File: src/rtl/fifo_stream_drain.sv
// Read-side adapter for sync_fifo: turns the registered-read interface into a
// valid/ready stream through a 2-entry skid buffer with synchronous flush.
module fifo_stream_drain #(
  parameter int DATA_WIDTH = 8
) (
  input  logic                  clk,
  input  logic                  reset,
  input  logic                  flush,
  input  logic                  fifo_empty,
  input  logic [DATA_WIDTH-1:0] fifo_data,
  output logic                  fifo_rd_en,
  output logic                  m_valid,
  input  logic                  m_ready,
  output logic [DATA_WIDTH-1:0] m_data,
  output logic [1:0]            occupancy
);

  logic [1:0]            occ, occ_nxt;
  logic                  inflight;
  logic [DATA_WIDTH-1:0] head, head_nxt, tail, tail_nxt;
  logic                  pop, cap;
  logic [2:0]            pending;

  assign pop       = m_valid && m_ready;
  assign cap       = inflight && !flush;
  assign m_valid   = (occ != 2'd0);
  assign m_data    = head;
  assign occupancy = occ;

  // Slots already committed after this cycle's pop; 3 bits so the sum never wraps.
  assign pending    = {1'b0, occ} + {2'b00, inflight} - {2'b00, pop};
  assign fifo_rd_en = !reset && !flush && !fifo_empty && (pending < 3'd2);

  always_comb begin
    occ_nxt  = occ;
    head_nxt = head;
    tail_nxt = tail;
    if (flush) begin
      occ_nxt = 2'd0;
    end else begin
      case ({pop, cap})
        2'b01: begin
          if (occ == 2'd0) begin
            head_nxt = fifo_data;
            occ_nxt  = 2'd1;
          end else if (occ == 2'd1) begin
            tail_nxt = fifo_data;
            occ_nxt  = 2'd2;
          end
        end
        2'b10: begin
          if (occ == 2'd2) head_nxt = tail;
          occ_nxt = occ - 2'd1;
        end
        2'b11: begin
          // Head leaves and a new word arrives in the same cycle; count is unchanged.
          if (occ == 2'd2) begin
            head_nxt = tail;
            tail_nxt = fifo_data;
          end else begin
            head_nxt = fifo_data;
          end
        end
        default: ;
      endcase
    end
  end

  always_ff @(posedge clk) begin
    if (reset) begin
      occ      <= 2'd0;
      inflight <= 1'b0;
      head     <= '0;
      tail     <= '0;
    end else begin
      occ      <= occ_nxt;
      inflight <= fifo_rd_en;
      head     <= head_nxt;
      tail     <= tail_nxt;
    end
  end

  // A capture into a full buffer would drop a word; the read gating rules it out.
  a_no_overflow: assert property (@(posedge clk) disable iff (reset)
    !(cap && !pop && occ == 2'd2));

endmodule

File: config.mk
export PLATFORM = sky130hd
export DESIGN_NAME = fifo_stream_drain
export DESIGN_NICKNAME = d
export VERILOG_FILES = /design/src/rtl/fifo_stream_drain.sv
export SDC_FILE = /design/constraint.sdc
export NUM_CORES = 1
export LEC_CHECK = 0
export CAP_MARGIN = 20
export CORE_MARGIN = 2
export CORE_UTILIZATION = 50
export DETAILED_ROUTE_END_ITERATION = 7
export PLACE_DENSITY = 0.79
export SYNTH_ARGS = -nofsm -noshare
export SYNTH_HDL_FRONTEND = slang
export SYNTH_SLANG_ARGS = --single-unit
File: constraint.sdc
create_clock -name clk -period 7.2 [get_ports clk]
set_input_delay 1.44 -clock clk [delete_from_list [all_inputs] [get_ports clk]]
set_output_delay 1.44 -clock clk [all_outputs]
set_load 0.02 [all_outputs]
## Word level (Yosys, flattened, before mapping)

Cells that the tools add are included.

- $add $sub $neg: 3
- Multiply operators: 0
- Divide/modulo/power cells: 0
- Magnitude comparators: 1
- Equality and inequality tests: 11
- Shift-type cells: 0
- Multiplexer cells: 11
- Bitwise gates (word level): 1
- Reductions and logical operators: 17

Operators by type and width:

| operator | count |
|---|---|
| $mux W8 | 6 |
| $pmux W8 S3 | 1 |
| $pmux W8 S2 | 1 |
| $ne A2 B2 Y1 const B | 5 |
| $eq A2 B2 Y1 const B | 3 |
| $reduce_bool A2 Y1 | 3 |
| $logic_and A1 B1 Y1 | 5 |
| $reduce_and A5 Y1 | 1 |
| $eq A2 B1 Y1 const B | 2 |
| $mux W2 | 2 |
| $pmux W2 S2 | 1 |
| $reduce_and A4 Y1 | 1 |
| $add A2 B1 Y3 | 1 |
| $logic_not A1 Y1 | 3 |
| $lt A3 B2 Y1 const B | 1 |
| $ne A3 B3 Y1 const B | 1 |
| $reduce_bool A3 Y1 | 1 |
| $sub A3 B1 Y3 | 1 |
| $logic_not A2 Y1 | 1 |
| $reduce_and A2 Y1 | 1 |
| $reduce_or A2 Y1 | 1 |
| $sub A2 B1 Y2 const B | 1 |
| $not A1 Y1 | 1 |

- Flip-flop bits (word level): 19
- Latch bits: 0
- Memory bits (writable): 0
- Bits in read-only memories: 0
- Input port bits: 13
- Logic and storage cells: 48
- Memories kept: 0

## Logic depth before layout (Yosys ltp)

Gate-level depths: netlist of run 1.

- Word-level depth: 5
- Depth in mapped cells: 9
- Depth with buffers taken out: 8

## Worst setup path before layout of run 1

Ideal clock, no wire load.

- Path kind: input -> output
- Start: input m_ready
- End: output fifo_rd_en
- Data arrival time: 3.352 ns
- Data required time: 5.760 ns
- Setup slack: 2.408 ns
- Cell stages on the path: 6
- Buffers on the path: 0
- Cells stage by stage: nor2b_1 > ha_1 > nand2b_1 > fa_1 > xor2_1 > nor4b_1

- Word-level cells in the longest chain between the ends: 4

RTL lines:

| what | RTL line | text |
|---|---|---|
| from (decl) | 13 | `input logic m_ready,` |
| $logic_and A1 B1 Y1 | 24 | `assign pop = m_valid && m_ready;` |
| $sub A3 B1 Y3 | 31 | `assign pending = {1'b0, occ} + {2'b00, inflight} - {2'b00, pop};` |
| $lt A3 B2 Y1 | 32 | `assign fifo_rd_en = !reset && !flush && !fifo_empty && (pending < 3'd2);` |
| $logic_and A1 B1 Y1 | 32 |  |
| to (decl) | 11 | `output logic fifo_rd_en,` |

No other way between the ends.

## Final worst setup path of run 1

Ends and elaborated chain as after synthesis.

==> Implementation_results.wiki, run 1 <==
{| class="wikitable"
! Metric !! Value
|-
| Yosys Warn Count || 0
|-
| Setup TNS after final layout || 0 ns
|-
| Total half-perimeter wirelength after legalization and detailed placement || 1.74 mm
|-
| Cell Area, Synth || roughly 1200 um2
|-
| TritonCTS clock tree || yes
|-
| Reg clk slew, reported paths || about 0.11 ns
|-
| Part of the Yosys area used for sequential elements || around 33%
|-
| Timing-limited maximum frequency || ~0.18 GHz
|-
| Tightest Pin Transition || about 0.91 ns
|-
| Aggregate global routing overflow || 0
|-
| Inserted Clock Buffers || 3
|-
| Largest driver fanout on the critical path || 4
|-
| Run status || finished, final reports clean
|-
| Ratio of total power to cell area || about 140 nW/um2
|-
| Final-report max-slew violation count || 0
|-
| Hold worst-path end || tail[2]$_SDFFE_PP0P_
|-
| Quantity of hold-fixing buffers added after cts || 0
|-
| Total non-filler cell area in the finished layout || between 1000 and 1500 um2
|-
| Sink Count || 19
|-
| Chip Height || ~52 um
|-
| Post-route clock period utilization || about 77%
|-
| Detailed-route via count || 910
|-
| Last weighted congestion value of the routability-driven placer || roughly 0.79
|-
| Vias per cell || 5.58
|-
| Initial antenna violation count || 0
|-
| IO buf count || 24
|-
| Average wire per standard cell || approximately 14 um
|-
| ANT nets after route || 0
|-
| Total number of H-tree levels || 1
|-
| Worst setup skew after layout || ~0.011 ns
|-
| Register bit count reported by yosys || 19
|-
| Minimum clock period after layout || about 5.5 ns
|-
| CP Capture Type || primary output
|-
| Yosys cell types || 32
|-
| Detailed-route wire length || roughly 2.3 mm
|-
| Die width || between 50 and 60 um
|-
| Initial core utilization || between 50% and 60%
|-
| Category of the critical setup timing path || input pin to primary output
|-
| Resized cells post-CTS || 0
|-
| Number of maximum-capacitance constraint violations || 0
|-
| Leakage power of the design || a little over 0.5 nW
|-
| WP data arrival || around 4 ns
|-
| TritonRoute pass-1 iters || 4
|-
| Mean Syn Cell Area || between 10 and 15 um2
|-
| Global-route wire length before repair || 3.94 mm
|-
| RSZ-0062 raised after global routing || no
|-
| Layout Area Growth over Synthesis || 23.8%
|-
| GR Util All Layers || between 10% and 20%
|-
| Area of placed instances || 1420 um2
|-
| Register-to-Register Path Depth || 7
|-
| Launch point of the worst reg-to-reg path || occupancy[1]$_SDFFE_PP0P_
|-
| Post-CTS setup-driven buffer insertion count || 0
|-
| Worst hold-check slack || 0.491 ns
|-
| Critical path launch point type || input pin
|-
| Hold Fails Final Rpt || 0
|-
| Syn nets || about 130
|-
| Reg2Reg Capture Point || m_data[0]$_SDFFE_PP0P_
|-
| Critical path data required time || approximately 5.8 ns
|-
| Number of design-rule violations left by the first detailed-router iteration || 12
|-
| Worst hold stages || 2
|-
| Die Footprint || 2730 um2
|-
| Maximum buffer depth of the clock tree || 2
|-
| Pin count of the biggest net entering global routing || 26
|-
| Filler instances || roughly 190
|-
| Number of ports placed on the die boundary || 25
|-
| Fraction of final layout cells with drive strength greater than 1 || between 20% and 30%
|-
| Register-to-Register Setup Slack || ~4.6 ns
|-
| Number of antenna diodes || 0
|-
| Gate count after technology mapping || about 110
|-
| Start point of the worst hold path || tail[2]$_SDFFE_PP0P_
|-
| Clk Latency, worst-skew pair || approximately 0.3 ns
|-
| DRC violations left || 0
|-
| Hold/Removal Path Class || flop to flop
|-
| Worst-case vdd ir drop || between 0.1 and 0.15 mV
|-
| CTS Root Cell || clkbuf_4
|-
| Final Setup Violations || 0
|-
| Layout Nets || ~160
|-
| Floorplan Core Area || between 2000 and 2500 um2
|-
| Vias in the first global route || around 900
|-
| Rows || 17
|-
| Normalized max-slew margin || between 30% and 40%
|}
worst max-delay path: stages:
cell and delay, ns:
clkdlybuf4s50_1 0.47, nor2b_1 0.27, ha_1 0.29, nand2b_1 0.15
fa_1 0.39, xor2_1 0.17, nor4b_1 0.25, clkdlybuf4s50_1 0.65
cell usage after synthesis:
cell type	n	share of area (%)
inv_2	1	0.32
nor2b_1	2	1.1
dfxtp_1	19	33
or2b_2	12	9.0
mux2i_1	10	8.6
clkbuf_1	1	0.32
o31ai_1	1	0.64
nor4b_1	2	1.5
a211oi_4	1	1.7
nor4_1	1	0.54
and3_1	1	0.54
o21ai_0	1	0.43
nor3b_1	2	1.3
ha_1	7	7.5
clkbuf_4	1	0.64
mux2_4	1	1.3
nand2b_1	3	1.6
inv_1	7	2.3
a21oi_1	1	0.43
or2b_1	3	1.9
or2_1	1	0.54
a211oi_2	8	8.6
nor2_1	2	0.64
a31oi_1	8	4.3
xor2_1	1	0.75
buf_2	1	0.43
a2111o_1	1	0.97
a22oi_1	8	5.2
fa_1	1	1.7
a21o_2	1	0.75
nand2b_4	1	1.2
buf_4	1	0.64
layout make-up:
type	count	area (um2)	area share, %
multi-input cells	80	731	50.7
flip-flops and latches	19	380	26.4
repair buffers	24	240	16.7
well taps	28	35.0	2.43
inverters	8	30.0	2.08
clock buffers	4	26.3	1.82
per-stage QoR:
| stage | power (mW) | worst slack (ns) | util (%) | cells |
|---|---|---|---|---|
| 2_1_floorplan | 0.133 | 2.41 | - | 111 |
| 3_3_place_gp | 0.147 | 1.76 | 64.0 | 159 |
| 3_5_place_dp | 0.148 | 1.65 | 64.0 | 159 |
| 4_1_cts | 0.200 | 1.63 | 65.2 | 163 |
| 5_1_grt | 0.208 | 1.46 | 65.2 | 163 |
| 6_report | 0.198 | 1.68 | 65.2 | 163 |
power by group:
group          leakage, nW  switching, mW  internal (mW)
combinational        0.335         0.0168         0.0187
sequential           0.154        0.00163          0.108
clock               0.0150         0.0318         0.0216
total                0.504         0.0502          0.148
registers in the layout, summed over array words and instances (netlist names):
signal,flops
m_data,8
tail,8
occupancy,2
inflight,1
placed cells by master, fill, tap and decap left out, types with 7 or more instances in the layout:
master            n
a211oi_2          8
a22oi_1           8
a31oi_1           8
clkdlybuf4s50_1  24
dfxtp_1          19
ha_1              7
inv_1             7
mux2i_1          10
or2b_2           12
worst max path at each step:
stage / start / cells after the start / slack (ns) / endpoint
2_1_floorplan: m_ready / 6 / 2.41 / fifo_rd_en
6_report: m_ready / 8 / 1.68 / fifo_rd_en
5_1_grt: m_ready / 8 / 1.46 / fifo_rd_en
3_3_place_gp: m_ready / 8 / 1.76 / fifo_rd_en
3_5_place_dp: m_ready / 8 / 1.65 / fifo_rd_en
4_1_cts: m_ready / 8 / 1.63 / fifo_rd_en
metal layers:
| metal | routed length (um) | vias to the layer above | GRT usage [%] | part of all wire, % |
|---|---|---|---|---|
| met3 | 124 | 2 | 5.71 | 5.4 |
| met5 | 0 | - | 0 | 0 |
| met4 | 13 | 0 | 4.70 | 0.57 |
| li1 | - | 452 | - | - |
| met1 | 1030 | 435 | 23.5 | 45 |
| met2 | 1130 | 21 | 34.6 | 49 |
cell families (layout without fill, tap and decap cells):
family | count (synthesis) | count (layout) | synth area share, %
buf+inv | 12 | 36 | 4.62
fa+ha+maj | 8 | 8 | 9.24
compound gates | 30 | 30 | 23.0
xor+xnor | 1 | 1 | 0.752
flops | 19 | 19 | 32.7
simple gates | 30 | 30 | 19.9
mux | 11 | 11 | 9.88
Power figures use the tool's default switching activity.
==> run 2: changes to the inputs <==
- clock period: 7.2 -> 5.16 ns (I/O delays scaled with it)
==> Implementation_results.wiki, run 2 (synthesis gave the netlist of run 1 again) <==
{| class="wikitable"
! Metric !! Value
|-
| Run status || finished, final reports clean
|-
| Post-CTS setup-driven buffer insertion count || 0
|-
| Cell with the largest stage delay on the worst path || clkdlybuf4s50_1
|-
| Slack of the critical path || between 0.4 and 0.5 ns
|-
| Total half-perimeter wirelength after legalization and detailed placement || 1.71 mm
|-
| Normalized max-slew margin || approximately 53%
|-
| Total non-filler cell area in the finished layout || around 1500 um2
|-
| Detailed-route wire length || around 2.4 mm
|-
| Reg2Reg Capture Point || m_data[1]$_SDFFE_PP0P_
|-
| ANT nets after route || 0
|-
| Inserted Clock Buffers || 3
|-
| Worst setup skew after layout || roughly 0.0088 ns
|-
| Aggregate global routing overflow || 0
|-
| Setup TNS after final layout || 0 ns
|-
| Timing-limited maximum frequency || around 0.21 GHz
|-
| Detailed-route via count || just over 900
|-
| Number of ports placed on the die boundary || 25
|-
| Area of placed instances || about 1400 um2
|-
| Fraction of final layout cells with drive strength greater than 1 || approximately 22%
|-
| Pin count of the biggest net entering global routing || 26
|-
| Initial core utilization || 52.7%
|-
| Quantity of hold-fixing buffers added after cts || 0
|-
| Cell with the most instances on the worst path || clkdlybuf4s50_1
|-
| Register-to-Register Path Depth || 7
|-
| Minimum clock period after layout || 4.70 ns
|-
| Number of maximum-capacitance constraint violations || 0
|-
| Ratio of total power to cell area || 193 nW/um2
|-
| Die Footprint || approximately 2700 um2
|-
| Filler instances || around 180
|-
| Chip Height || about 52 um
|-
| Average wire per standard cell || 14.7 um
|-
| IO buf count || 24
|-
| Launch point of the worst reg-to-reg path || occupancy[1]$_SDFFE_PP0P_
|-
| Reg clk slew, reported paths || around 0.10 ns
|-
| Vias in the first global route || about 870
|-
| Post-route clock period utilization || around nine tenths
|-
| Sink Count || 19
|-
| Worst path cell trace || clkdlybuf4s50_1 -> nor2b_1 -> ha_1 -> nand2b_1 -> fa_1 -> xor2_1 -> nor4b_1 -> clkdlybuf4s50_1
|-
| Total number of H-tree levels || 1
|-
| Layout Nets || about 160
|-
| Worst slack, placed || between 0.4 and 0.5 ns
|-
| RSZ-0062 raised after global routing || no
|-
| WP data arrival || between 3 and 4 ns
|-
| Number of design-rule violations left by the first detailed-router iteration || 12
|-
| CTS Root Cell || clkbuf_4
|-
| Category of the critical setup timing path || input pin to primary output
|-
| Most frequent standard cell in the layout excluding fill and tap cells || clkdlybuf4s50_1
|-
| Initial antenna violation count || 0
|-
| Resized cells post-CTS || 0
|-
| Layout Area Growth over Synthesis || 24.6%
|-
| Global-route wire length before repair || between 3 and 4 mm
|-
| Final-report max-slew violation count || 0
|-
| Clk Latency, worst-skew pair || 0.30 ns
|-
| Maximum single-stage delay on the critical path || between 0.6 and 0.7 ns
|-
| Critical path launch point type || input pin
|-
| Start point of the worst hold path || tail[2]$_SDFFE_PP0P_
|-
| Largest driver fanout on the critical path || 4
|-
| Floorplan Core Area || between 2000 and 2500 um2
|-
| DRC violations left || 0
|-
| Maximum buffer depth of the clock tree || 2
|-
| Worst hold-check slack || 0.488 ns
|-
| CP Capture Type || primary output
|-
| TritonCTS clock tree || yes
|-
| Most frequent cells in the layout || clkdlybuf4s50_1 (24), dfxtp_1 (19), or2b_2 (12)
|-
| Area occupied by multi-input gates || 731 um2
|-
| Rows || 17
|-
| Worst-case vdd ir drop || between 0.1 and 0.15 mV
|-
| Start point of the critical path || m_ready
|-
| End of the critical path || fifo_rd_en
|-
| Hold/Removal Path Class || flop to flop
|-
| Die width || 52.3 um
|-
| GR Util All Layers || about a fifth
|-
| Register-to-Register Setup Slack || 2.52 ns
|-
| Leakage power of the design || 0.511 nW
|-
| Vias per cell || ~5.5
|-
| Number of antenna diodes || 0
|-
| Tightest Pin Transition || 0.687 ns
|-
| Critical path data required time || ~4.1 ns
|-
| Final Total Pwr || between 0.2 and 0.3 mW
|-
| Last weighted congestion value of the routability-driven placer || a little under 0.8
|-
| Final Setup Violations || 0
|-
| FF/Latch Area || around 380 um2
|-
| TritonRoute pass-1 iters || 4
|-
| Hold Fails Final Rpt || 0
|}
run 2: cell types whose count changed in the layout (fill, tap and decap cells not counted), sizes merged:
cell / change
clkbuf: -1
buf: +1
clkinv: +1
run 2: per-layer routing:
metal	GRT usage (%)	up-vias	wire length [um]
met5	0	-	0
met2	30.4	16	1130
met3	3.14	2	74
met4	8.97	0	13
met1	24.5	432	1190
li1	-	457	-
run 2: worst min-delay path by stage:
stage	slack, ns	cells after the start	to
2_1_floorplan	0.45	2	tail[2]$_SDFFE_PP0P_
3_3_place_gp	0.46	2	tail[2]$_SDFFE_PP0P_
3_5_place_dp	0.46	2	tail[2]$_SDFFE_PP0P_
4_1_cts	0.49	2	tail[2]$_SDFFE_PP0P_
5_1_grt	0.55	2	tail[2]$_SDFFE_PP0P_
6_report	0.49	2	tail[2]$_SDFFE_PP0P_
run 2: per-stage QoR:
stage | cells | util (%)
final | 164 | 65.6
after global routing | 164 | 65.6
after floorplan | 111 | -
after detailed placement | 160 | 64.4
after global placement | 160 | 64.4
after CTS | 164 | 65.6
run 2: where the power goes:
part	internal [mW]	switching, mW
Sequential	0.151	0.00226
Combinational	0.0265	0.0239
Clock	0.0289	0.0478
run 2: cell type report:
type / count / area share [%]
clock buffer: 3 / 1.55
clock inverter: 1 / 0.345
timing repair buffer: 25 / 17.1
tap: 28 / 2.41
multi-input combinational: 80 / 50.3
inverter: 8 / 2.07
sequential: 19 / 26.2
run 2: worst max-delay path: cells and delay by family:
kind                       cells  cell delay, ns
xor gates and xnor gates       1            0.16
and+or+nand+nor                3            0.67
adders and majority gates      2            0.66
buffers and inverters          2            1.12
==> run 3: changes to the inputs <==
- SLEW_MARGIN: default -> 30
==> results of run 3 <==
The final DEF is identical to that of run 2; final timing and power are the same.
